### src/rtl/rom_fetch_arbiter_if.sv
// Requester-side bus of the pattern ROM arbiter: two read ports with
// request/grant handshake and a valid-qualified return path each.
interface rom_fetch_arbiter_if #(
    parameter int ADDR_W = 10,
    parameter int DATA_W = 12
);
    logic              req0;
    logic [ADDR_W-1:0] addr0;
    logic              gnt0;
    logic              rvalid0;
    logic [DATA_W-1:0] rdata0;
    logic              req1;
    logic [ADDR_W-1:0] addr1;
    logic              gnt1;
    logic              rvalid1;
    logic [DATA_W-1:0] rdata1;

    modport master (
        output req0, addr0, req1, addr1,
        input  gnt0, rvalid0, rdata0, gnt1, rvalid1, rdata1
    );

    modport slave (
        input  req0, addr0, req1, addr1,
        output gnt0, rvalid0, rdata0, gnt1, rvalid1, rdata1
    );
endinterface

### src/rtl/rom_fetch_arbiter.sv
// Shares one single-port pattern ROM between the real-time pixel fetch
// (port 0, priority) and the background overlay fetch (port 1).
module rom_fetch_arbiter #(
    parameter int ADDR_W   = 10,
    parameter int DATA_W   = 12,
    parameter int READ_LAT = 1,
    parameter int MAX_WAIT = 15
) (
    input  logic                clk,
    input  logic                reset,
    rom_fetch_arbiter_if.slave  bus,
    output logic [ADDR_W-1:0]   rom_ad,
    output logic                rom_ce,
    output logic                rom_oce,
    output logic                rom_wre,
    output logic                rom_reset,
    input  logic [DATA_W-1:0]   rom_dout
);
    localparam logic [7:0] WAIT_MAX = 8'(MAX_WAIT);

    logic [7:0]          wait_cnt;
    logic                gnt0;
    logic                gnt1;
    logic [READ_LAT-1:0] tag_valid;
    logic [READ_LAT-1:0] tag_port;
    logic                ret_valid;
    logic                ret_port;
    logic                rvalid0;
    logic                rvalid1;
    logic [DATA_W-1:0]   rdata0;
    logic [DATA_W-1:0]   rdata1;

    // Port 1 wins only when port 0 is idle or port 1 has lost MAX_WAIT times in a row.
    always_comb begin
        gnt0 = 1'b0;
        gnt1 = 1'b0;
        if (!reset) begin
            if (bus.req1 && (!bus.req0 || wait_cnt == WAIT_MAX)) begin
                gnt1 = 1'b1;
            end else if (bus.req0) begin
                gnt0 = 1'b1;
            end
        end
    end

    always_comb begin
        rom_ad = '0;
        if (gnt1) begin
            rom_ad = bus.addr1;
        end else if (gnt0) begin
            rom_ad = bus.addr0;
        end
    end

    assign rom_ce    = gnt0 | gnt1;
    assign rom_oce   = 1'b1;
    assign rom_wre   = 1'b0;
    assign rom_reset = reset;

    always_ff @(posedge clk) begin
        if (reset || gnt1 || !bus.req1) begin
            wait_cnt <= '0;
        end else if (gnt0 && wait_cnt != WAIT_MAX) begin
            wait_cnt <= wait_cnt + 8'd1;
        end
    end

    // Tag shift register mirrors the ROM read latency; bit 0 is loaded at accept.
    generate
        if (READ_LAT == 1) begin : g_tag_lat1
            always_ff @(posedge clk) begin
                if (reset) begin
                    tag_valid <= '0;
                    tag_port  <= '0;
                end else begin
                    tag_valid <= rom_ce;
                    tag_port  <= gnt1;
                end
            end
        end else begin : g_tag_latn
            always_ff @(posedge clk) begin
                if (reset) begin
                    tag_valid <= '0;
                    tag_port  <= '0;
                end else begin
                    tag_valid <= {tag_valid[READ_LAT-2:0], rom_ce};
                    tag_port  <= {tag_port[READ_LAT-2:0], gnt1};
                end
            end
        end
    endgenerate

    assign ret_valid = tag_valid[READ_LAT-1];
    assign ret_port  = tag_port[READ_LAT-1];

    always_ff @(posedge clk) begin
        if (reset) begin
            rvalid0 <= 1'b0;
            rvalid1 <= 1'b0;
            rdata0  <= '0;
            rdata1  <= '0;
        end else begin
            rvalid0 <= ret_valid & ~ret_port;
            rvalid1 <= ret_valid & ret_port;
            if (ret_valid && !ret_port) begin
                rdata0 <= rom_dout;
            end
            if (ret_valid && ret_port) begin
                rdata1 <= rom_dout;
            end
        end
    end

    assign bus.gnt0    = gnt0;
    assign bus.gnt1    = gnt1;
    assign bus.rvalid0 = rvalid0;
    assign bus.rvalid1 = rvalid1;
    assign bus.rdata0  = rdata0;
    assign bus.rdata1  = rdata1;
endmodule

### src/flat_wrapper.sv
// flat-port wrapper written by rule: the top's interface ports become plain ports
module rom_fetch_arbiter_flat 
#(
    parameter int ADDR_W   = 10,
    parameter int DATA_W   = 12,
    parameter int READ_LAT = 1,
    parameter int MAX_WAIT = 15
)
  (clk, reset, rom_ad, rom_ce, rom_oce, rom_wre, rom_reset, rom_dout, bus_req0, bus_addr0, bus_req1, bus_addr1, bus_gnt0, bus_rvalid0, bus_rdata0, bus_gnt1, bus_rvalid1, bus_rdata1);
  rom_fetch_arbiter_if #(.ADDR_W(ADDR_W), .DATA_W(DATA_W)) bus_i ();
  input  logic clk;
  input  logic reset;
  output logic [ADDR_W-1:0] rom_ad;
  output logic rom_ce;
  output logic rom_oce;
  output logic rom_wre;
  output logic rom_reset;
  input  logic [DATA_W-1:0] rom_dout;
  input wire logic [$bits(bus_i.req0)-1:0] bus_req0;
  input wire logic [$bits(bus_i.addr0)-1:0] bus_addr0;
  input wire logic [$bits(bus_i.req1)-1:0] bus_req1;
  input wire logic [$bits(bus_i.addr1)-1:0] bus_addr1;
  output wire logic [$bits(bus_i.gnt0)-1:0] bus_gnt0;
  output wire logic [$bits(bus_i.rvalid0)-1:0] bus_rvalid0;
  output wire logic [$bits(bus_i.rdata0)-1:0] bus_rdata0;
  output wire logic [$bits(bus_i.gnt1)-1:0] bus_gnt1;
  output wire logic [$bits(bus_i.rvalid1)-1:0] bus_rvalid1;
  output wire logic [$bits(bus_i.rdata1)-1:0] bus_rdata1;
  assign bus_i.req0 = bus_req0;
  assign bus_i.addr0 = bus_addr0;
  assign bus_i.req1 = bus_req1;
  assign bus_i.addr1 = bus_addr1;
  assign bus_gnt0 = bus_i.gnt0;
  assign bus_rvalid0 = bus_i.rvalid0;
  assign bus_rdata0 = bus_i.rdata0;
  assign bus_gnt1 = bus_i.gnt1;
  assign bus_rvalid1 = bus_i.rvalid1;
  assign bus_rdata1 = bus_i.rdata1;
  rom_fetch_arbiter #(.ADDR_W(ADDR_W), .DATA_W(DATA_W), .READ_LAT(READ_LAT), .MAX_WAIT(MAX_WAIT)) u_core (.clk(clk), .reset(reset), .bus(bus_i), .rom_ad(rom_ad), .rom_ce(rom_ce), .rom_oce(rom_oce), .rom_wre(rom_wre), .rom_reset(rom_reset), .rom_dout(rom_dout));
endmodule
### config.mk
export PLATFORM = sky130hd
export DESIGN_NAME = rom_fetch_arbiter_flat
export DESIGN_NICKNAME = d
export VERILOG_FILES = /design/src/rtl/rom_fetch_arbiter_if.sv /design/src/rtl/rom_fetch_arbiter.sv /design/src/flat_wrapper.sv
export SDC_FILE = /design/constraint.sdc
export NUM_CORES = 1
export LEC_CHECK = 0
export CORE_AREA = 2 2 65 67
export CTS_CLUSTER_SIZE = 16
export DETAILED_ROUTE_END_ITERATION = 7
export DIE_AREA = 0 0 67 69
export PLACE_DENSITY_LB_ADDON = 0.3
export SLEW_MARGIN = 20
export SYNTH_ARGS = -nofsm -noshare
export SYNTH_HDL_FRONTEND = slang
export SYNTH_SLANG_ARGS = --single-unit
### constraint.sdc
create_clock -name clk -period 2.42 [get_ports clk]
set_input_delay 0.726 -clock clk [delete_from_list [all_inputs] [get_ports clk]]
set_output_delay 0.726 -clock clk [all_outputs]
set_load 0.01 [all_outputs]
# Word level (Yosys, flattened, before mapping)
# Index checks and enable logic that the tools add are counted.
# totals
output_inout_bits	42
register_bits	36
inputBits	36
# op_classes
eq_ne	2
n_reduce_logical	10
mux	7
add_sub_neg	1
bitwise_logic	4
# op_table
operator	n
10-bit 2-to-1 mux	2
8-bit by 1-bit adder with 8-bit output (second input constant)	1
8-bit by 4-bit == test with 1-bit output (second input constant)	1
8-bit by 4-bit inequality test with 1-bit output (second input constant)	1
1-bit 2-to-1 mux	5
1-bit logical AND	4
1-bit zero test	3
1-bit logical OR	3
1-bit bitwise AND	2
1-bit inverter	1
1-bit bitwise OR	1

# Depth between registers and ports, before layout
# Gate-level depths: netlist (run 1).
# logic_depth
ltp_word	7
depth_mapped	5

# Least setup slack after synthesis (run 1)
# Ideal clock, no wire load.
# synth_timing
path_type	reg-to-output
from	register u_core.wait_cnt[4]
to	output port rom_ad[0]
t_required_ns	1.694
slack_ns	0.151
path_buffers	1
arrival_time_ns	1.543
stages_incl_launch_ff	5
path_cell_list	dfxtp_1 > or4_4 > o31a_1 > buf_6 > a32o_1
# synth_between
elab_chain_cells	7
# synth_rtl
item	line_no	source
start: declaration	rom_fetch_arbiter.sv:21	logic [7:0] wait_cnt;
start signal: assignment	rom_fetch_arbiter.sv:64	wait_cnt <= wait_cnt + 8'd1;
8-bit by 4-bit == test with 1-bit output	rom_fetch_arbiter.sv:38	if (bus.req1 && (!bus.req0 || wait_cnt == WAIT_MAX)) begin
1-bit logical OR	rom_fetch_arbiter.sv:38	
1-bit logical AND	rom_fetch_arbiter.sv:38	
1-bit 2-to-1 mux	rom_fetch_arbiter.sv:38	
1-bit 2-to-1 mux	rom_fetch_arbiter.sv:37	if (!reset) begin
net bus_gnt0	flat_wrapper.sv:23	output wire logic [$bits(bus_i.gnt0)-1:0] bus_gnt0;
10-bit 2-to-1 mux	rom_fetch_arbiter.sv:50	end else if (gnt0) begin
10-bit 2-to-1 mux	rom_fetch_arbiter.sv:48	if (gnt1) begin
end: declaration	flat_wrapper.sv:13	output logic [ADDR_W-1:0] rom_ad;
# The timed path passes the listed nets, and every way through them passes these cells.

# Worst setup path in the final report (run 1)
# layout_timing
from	register u_core.wait_cnt[5]
to	output port rom_ad[0]
# layout_between
elab_chain_cells	7
# layout_rtl
item	line_no
8-bit by 4-bit == test with 1-bit output *	rom_fetch_arbiter.sv:38
1-bit logical OR *	rom_fetch_arbiter.sv:38
1-bit logical AND *	rom_fetch_arbiter.sv:38
1-bit 2-to-1 mux	rom_fetch_arbiter.sv:38
1-bit 2-to-1 mux	rom_fetch_arbiter.sv:37
10-bit 2-to-1 mux	rom_fetch_arbiter.sv:50
10-bit 2-to-1 mux *	rom_fetch_arbiter.sv:48
# Every way passes the cells marked *; elsewhere a longest branch is shown, timed or not.

==> results.sh, run 1 <==
export IMPL_cp_start_kind="flip-flop"
export IMPL_violations="setup timing"
export IMPL_coreArea_um2=3910
export IMPL_cts_made_buffers=5
export IMPL_max_slew_margin_rel_pct=43.4
export IMPL_fin_nets=300
export IMPL_yosys_top_cells_area="dfxtp_1 (50%), nand2_1 (13%), a21oi_1 (9.4%), a32o_1 (7.0%), nor2_1 (2.9%)"
export IMPL_timing_final_hold_violations=0
export IMPL_place_congestion=0.759
export IMPL_tightest_slew_ns=0.848
export IMPL_yosysMostFrequentCell="nand2_1"
export IMPL_synth_xor_area_share_pct=1.82
export IMPL_start_util_pct=36.8
export IMPL_layout_drive_gt1_share_pct=16.7
export IMPL_dr_pass1_iters=4
export IMPL_design_die_area_um2=4620
export IMPL_io_buffer_count=75
export IMPL_drc=0
export IMPL_vdd_ir_drop_max_mv=0.356
export IMPL_fin_skew_ns=0.00681
export IMPL_synth_simple_area_share_pct=22.6
export IMPL_synth_edf_count=0
export IMPL_die_height_um=69
export IMPL_whs_ns=0.454
export IMPL_synth_top_family_by_area="simple AND/OR/NAND/NOR gates"
export IMPL_routed_wl_um=3790
export IMPL_drt_wirelength_per_cell_um=12.1
export IMPL_utilization_pct=61.3
export IMPL_synth_net_count=213
export IMPL_num_vias=1474
export IMPL_ant_nets=0
export IMPL_min_period_ns=2.66
export IMPL_clock_fmax_mhz=377
export IMPL_h_tree_depth=2
export IMPL_grt_setup_unrepaired="yes"
export IMPL_overflow=0
export IMPL_intPower_mw=0.932
export IMPL_finalSetupViolations=12
export IMPL_arrival_ns=1.93
export IMPL_power_frac_clock_pct=33.4
export IMPL_grt_pass1_wl_um=6090
export IMPL_synth_top_area_share_pct=50.0
export IMPL_yosys_register_bits=36
export IMPL_syn_avg_cell_area_um2=8.18
export IMPL_ys_seq_area_share_pct=50.0
export IMPL_leakage_nw=0.927
export IMPL_clk_latency_ns=0.29
export IMPL_critical_path_class="reg -> out"
export IMPL_crit_path_max_fanout=6
export IMPL_dpl_hpwl_um=2740
export IMPL_synthFlopType="dfxtp_1"
export IMPL_fin_ws_ns=-0.236
export IMPL_syn2layout_area_growth_pct=66.6
export IMPL_num_rows=23
export IMPL_critPathRequiredTime_ns=1.69
export IMPL_seqPwrFrac_pct=50.0
export IMPL_slew_viol_final=0
export IMPL_p_total_mw=1.24
export IMPL_multi_input_comb_area_um2=662
export IMPL_crit_path_end_kind="output pin"
export IMPL_io_pins=78
export IMPL_yosysWarnings=0
export IMPL_synthesis_area_um2=1440
export IMPL_viasPerCell=4.69
export IMPL_drv_cap=0
export IMPL_n_antenna_cell=0
export IMPL_synth_compound_area_share_pct=18.9
export IMPL_hold_path_class="reg -> reg"
export IMPL_cts_tree="yes"
export IMPL_grt_total_usage_pct=16.5
export IMPL_synth_common_cells="nand2_1 (50), dfxtp_1 (36), a21oi_1 (27), nor2_1 (11), a32o_1 (10)"
export IMPL_grt_pass1_vias=1354
export IMPL_antenna_found_initial=0
export IMPL_grt_max_degree=30
export IMPL_synthAdderAreaFrac_pct=0.869
export IMPL_synth_async_reset_ratio_pct=0
export IMPL_switching_share_pct=24.9
export IMPL_die_w_um=67
export IMPL_power_share_combinational_pct=16.6
export IMPL_drtIter0Drc=82
export IMPL_post_cts_buffers=0
export IMPL_cts_hold_buf=0
export IMPL_netSwitchingPower_mw=0.309
export IMPL_clk_transition_reported_paths_ns=0.07
export IMPL_yosys_mux_area_fraction_pct=0
export IMPL_fillers=381
export IMPL_fin_crit_sh_pct=110
export IMPL_clock_sinks=36
export IMPL_ctsRootBufferMaster="clkbuf_8"
export IMPL_powerDensity_nw_per_um2=517
export IMPL_synth_top_area_cell="dfxtp_1"
export IMPL_clockBufferDepth=2
export IMPL_ff_latch_area_um2=722
export IMPL_synthDistinctLibCells=26
export IMPL_synth_cells=176
export IMPL_status="finished, violations left"
placed cells by master (no fill, tap or decap), types with 2 or more instances in the layout:
| master | synthesis | layout |
|---|---|---|
| or3_1 | 3 | 3 |
| inv_1 | 2 | 2 |
| conb_1 | 2 | 2 |
| a21oi_1 | 27 | 27 |
| o21ai_0 | 3 | 3 |
| buf_2 | 1 | 11 |
| clkdlybuf4s50_1 | 0 | 58 |
| nand3_1 | 3 | 2 |
| buf_6 | 1 | 2 |
| a32o_1 | 10 | 10 |
| xor2_1 | 2 | 2 |
| buf_4 | 3 | 14 |
| and2_1 | 3 | 3 |
| clkbuf_8 | 0 | 5 |
| nand2_1 | 50 | 50 |
| clkinv_2 | 0 | 2 |
| dlygate4sd2_1 | 0 | 5 |
| dfxtp_1 | 36 | 35 |
| buf_12 | 0 | 2 |
| nor2_1 | 11 | 11 |
cell type report:
type / instances / area share, %
Clock buffer: 5 / 2.87
Multi-Input combinational cell: 125 / 27.6
Clock inverter: 3 / 0.782
Inverter: 2 / 0.313
Tap cell: 50 / 2.61
Sequential cell: 36 / 30.1
Timing Repair Buffer: 93 / 35.8
per-stage QoR:
step / worst slack [ns] / std cells / setup TNS, ns / instance area (um2)
after floorplan: 0.151 / 176 / 0 / 1440
after global placement: -0.695 / 305 / -8.93 / 2320
after detailed placement: -0.708 / 305 / -9.02 / 2320
after CTS: -0.289 / 314 / -3.03 / 2390
after global routing: -0.282 / 314 / -3.00 / 2400
final: -0.236 / 314 / -2.42 / 2400
timing repair:
| item | 4_1_cts | 5_1_grt |
|---|---|---|
| cloned | 1 | 0 |
| endpoints found under the setup margin | 14 | 12 |
| resized for setup | 61 | 3 |
| pin swaps | 1 | 2 |
critical path: stages, from the launching register on:
cell and delay (ns):
dfxtp_1 0.31, or4_4 0.55, o31a_1 0.30, buf_6 0.15, a32o_1 0.20, buf_2 0.14
registers in the layout (all words and copies together) (netlist names):
name and flops:
u_core.bus.rdata0 12, u_core.bus.rdata1 12, u_core.bus.rvalid0 1, u_core.bus.rvalid1 1, u_core.ret_port 1, u_core.ret_valid 1
u_core.wait_cnt 8
worst paths after layout:
kind,startpoint,endpoint,slack [ns],depth (start not counted)
min reg2reg,u_core.bus.rdata0[8],u_core.bus.rdata0[8],0.45,2
max,u_core.wait_cnt[5],rom_ad[0],-0.24,5
min,u_core.bus.rdata0[8],u_core.bus.rdata0[8],0.45,2
max reg2reg,u_core.wait_cnt[0],u_core.wait_cnt[2],0.75,6
routing by layer:
| layer | vias up | global-route usage, % | wire length (um) |
|---|---|---|---|
| met3 | 6 | 4.40 | 189 |
| met1 | 669 | 21.3 | 1690 |
| met4 | 0 | 4.08 | 43 |
| met5 | - | 0 | 0 |
| li1 | 761 | - | - |
| met2 | 38 | 27.1 | 1860 |
power groups by stage:
| stage | sequential, mW | combinational (mW) | clock [mW] |
|---|---|---|---|
| floorplan | 0.642 | 0.0709 | 0 |
| global placement | 0.633 | 0.213 | 0 |
| detailed placement | 0.635 | 0.214 | 0 |
| CTS | 0.621 | 0.208 | 0.429 |
| global route | 0.623 | 0.223 | 0.450 |
| finish | 0.621 | 0.206 | 0.414 |
logic make-up after synthesis:
family | after synthesis
and+or+nand+nor | 76
AOI/OAI and AO/OA | 43
DFF | 36
buffers and inverters | 15
xor gates and xnor gates | 3
other | 2
adders and majority gates | 1
(Power assumes the default switching activity.)
==> run 2, diff against run 1 <==
- CAP_MARGIN: default -> 20
==> results of run 2 <==
Final layout, timing and power as in run 1 (identical DEF).
==> run 3, diff against run 2 <==
- SETUP_SLACK_MARGIN: default -> 0.3
==> run 3 against run 2 <==
  * The run still ends with setup timing left
  * Fmax decreased by 0.66%
  * Final cell count increased by 1.6%
  * Clock power increased by 23%
  * First-iteration DRC count decreased by 11%
  * Sequential share of layout area decreased by 1.7 points
  * Sequential cell count unchanged
  * Clock skew increased by 0.00093 ns
  * Final area increased by 6.1%
  * Sequential power about the same
  * Worst hold slack got worse by 0.0016 ns
==> results.sh, run 3 (synthesis gave the netlist of run 1 again) <==
export IMPL_mostFrequentLayoutCells="clkdlybuf4s50_1 (58), nand2_1 (50), dfxtp_1 (35)"
export IMPL_violations="setup timing"
export IMPL_instances_no_fill=319
export IMPL_grt_pass1_wl_um=6280
export IMPL_grt_max_degree=15
export IMPL_viasPerCell=4.81
export IMPL_crit_path_end_kind="output pin"
export IMPL_grt_setup_unrepaired="yes"
export IMPL_fillers=354
export IMPL_status="finished, violations left"
export IMPL_grt_pass1_vias=1446
export IMPL_n_antenna_cell=0
export IMPL_critPathRequiredTime_ns=1.69
export IMPL_leakage_nw=1.03
export IMPL_drv_cap=0
export IMPL_num_rows=23
export IMPL_dr_pass1_iters=4
export IMPL_drtIter0Drc=73
export IMPL_critical_path_class="reg -> out"
export IMPL_hold_path_class="reg -> reg"
export IMPL_coreArea_um2=3910
export IMPL_clockBufferDepth=2
export IMPL_placedCellCount=306
export IMPL_h_tree_depth=2
export IMPL_min_period_ns=2.67
export IMPL_syn2layout_area_growth_pct=76.8
export IMPL_arrival_ns=1.95
export IMPL_cts_made_buffers=5
export IMPL_clk_transition_reported_paths_ns=0.07
export IMPL_crit_path_max_fanout=5
export IMPL_drt_wirelength_per_cell_um=12.1
export IMPL_fin_skew_ns=0.00774
export IMPL_drc=0
export IMPL_worstPathCellList="or4_4, o31a_1, buf_6, a32o_2, buf_6"
export IMPL_routed_wl_um=3860
export IMPL_clk_latency_ns=0.28
export IMPL_max_slew_margin_rel_pct=43.5
export IMPL_io_pins=78
export IMPL_fin_ws_ns=-0.253
export IMPL_vdd_ir_drop_max_mv=0.360
export IMPL_finalSetupViolations=12
export IMPL_ant_nets=0
export IMPL_dpl_hpwl_um=2700
export IMPL_max_stage_delay_ns=0.54
export IMPL_start_util_pct=36.8
export IMPL_placed_area_um2=2330
export IMPL_ctsRootBufferMaster="clkbuf_8"
export IMPL_timing_final_hold_violations=0
export IMPL_mostFrequentLayoutCell="clkdlybuf4s50_1"
export IMPL_cp_start_kind="flip-flop"
export IMPL_overflow=0
export IMPL_p_total_mw=1.36
export IMPL_die_w_um=67
export IMPL_cts_hold_buf=0
export IMPL_grt_total_usage_pct=17.4
export IMPL_io_buffer_count=75
export IMPL_layout_drive_gt1_share_pct=21.9
export IMPL_reg_top3="u_core.bus.rdata0: 12 flops, u_core.bus.rdata1: 12 flops, u_core.wait_cnt: 8 flops"
export IMPL_crit_top_cell="buf_6"
export IMPL_tightest_slew_ns=0.846
export IMPL_fin_crit_sh_pct=110
export IMPL_crit_path_top_delay_cell="or4_4"
export IMPL_slew_viol_final=0
export IMPL_clock_fmax_mhz=374
export IMPL_utilization_pct=65.1
export IMPL_num_vias=1535
export IMPL_cts_tree="yes"
export IMPL_design_die_area_um2=4620
export IMPL_powerDensity_nw_per_um2=535
export IMPL_clock_sinks=36
export IMPL_fin_nets=305
export IMPL_die_height_um=69
export IMPL_antenna_found_initial=0
export IMPL_fin_area_um2=2550
export IMPL_place_congestion=0.688
==> run 3: final cells by class <==
class / instances / area, um2 / area share, %
Timing Repair Buffer: 98 / 962 / 37.8
Sequential cell: 36 / 722 / 28.4
Multi-Input combinational cell: 125 / 681 / 26.7
Clock buffer: 5 / 68.8 / 2.70
Tap cell: 50 / 62.6 / 2.46
Clock inverter: 3 / 42.5 / 1.67
Inverter: 2 / 7.51 / 0.295
==> run 3: power by group <==
part / total [mW] / leakage, nW / switching [mW] / internal (mW)
Combinational: 0.232 / 0.683 / 0.0908 / 0.142
Clock: 0.510 / 0.0541 / 0.206 / 0.305
Sequential: 0.621 / 0.293 / 0.00937 / 0.611
Total: 1.36 / 1.03 / 0.306 / 1.06
==> run 3: routing by layer <==
layer	up-vias	track usage, %	routed length (um)
met4	0	6.12	27
met5	-	0	0
met1	692	19.5	1680
met2	60	30.5	1840
met3	4	4.89	317
li1	779	-	-
==> run 3: path summary, 6_finish.rpt <==
kind / startpoint / depth (start not counted) / slack [ns] / endpoint
worst min register to register: u_core.bus.rdata0[11] / 2 / 0.45 / u_core.bus.rdata0[11]
worst min-delay path: u_core.bus.rdata0[11] / 2 / 0.45 / u_core.bus.rdata0[11]
worst max-delay path: u_core.wait_cnt[4] / 5 / -0.25 / rom_ad[2]
worst max register to register: u_core.wait_cnt[4] / 4 / 0.64 / u_core.wait_cnt[4]
==> run 3: stage by stage <==
| stage | hold slack, ns | setup TNS (ns) | setup slack [ns] |
|---|---|---|---|
| after global placement | 0.442 | -8.75 | -0.690 |
| after detailed placement | 0.446 | -9.04 | -0.730 |
| after global routing | 0.469 | -3.17 | -0.300 |
| final | 0.452 | -2.60 | -0.253 |
| after floorplan | 0.430 | 0 | 0.167 |
| after CTS | 0.455 | -2.85 | -0.274 |
==> run 3: worst max-delay path, delay by kind of cell (launching register included) <==
family,cells,cell delay (ns)
and+or+nand+nor,1,0.54
buffers and inverters,2,0.26
DFF,1,0.32
AOI/OAI and AO/OA,2,0.55
==> run 3: what timing repair did <==
action / 4_1_cts / 5_1_grt
cloned: 2 / 0
resized for setup: 83 / 1
pin swaps: 3 / 1
endpoints found under the setup margin: 14 / 13
setup buffers: 3 / 0
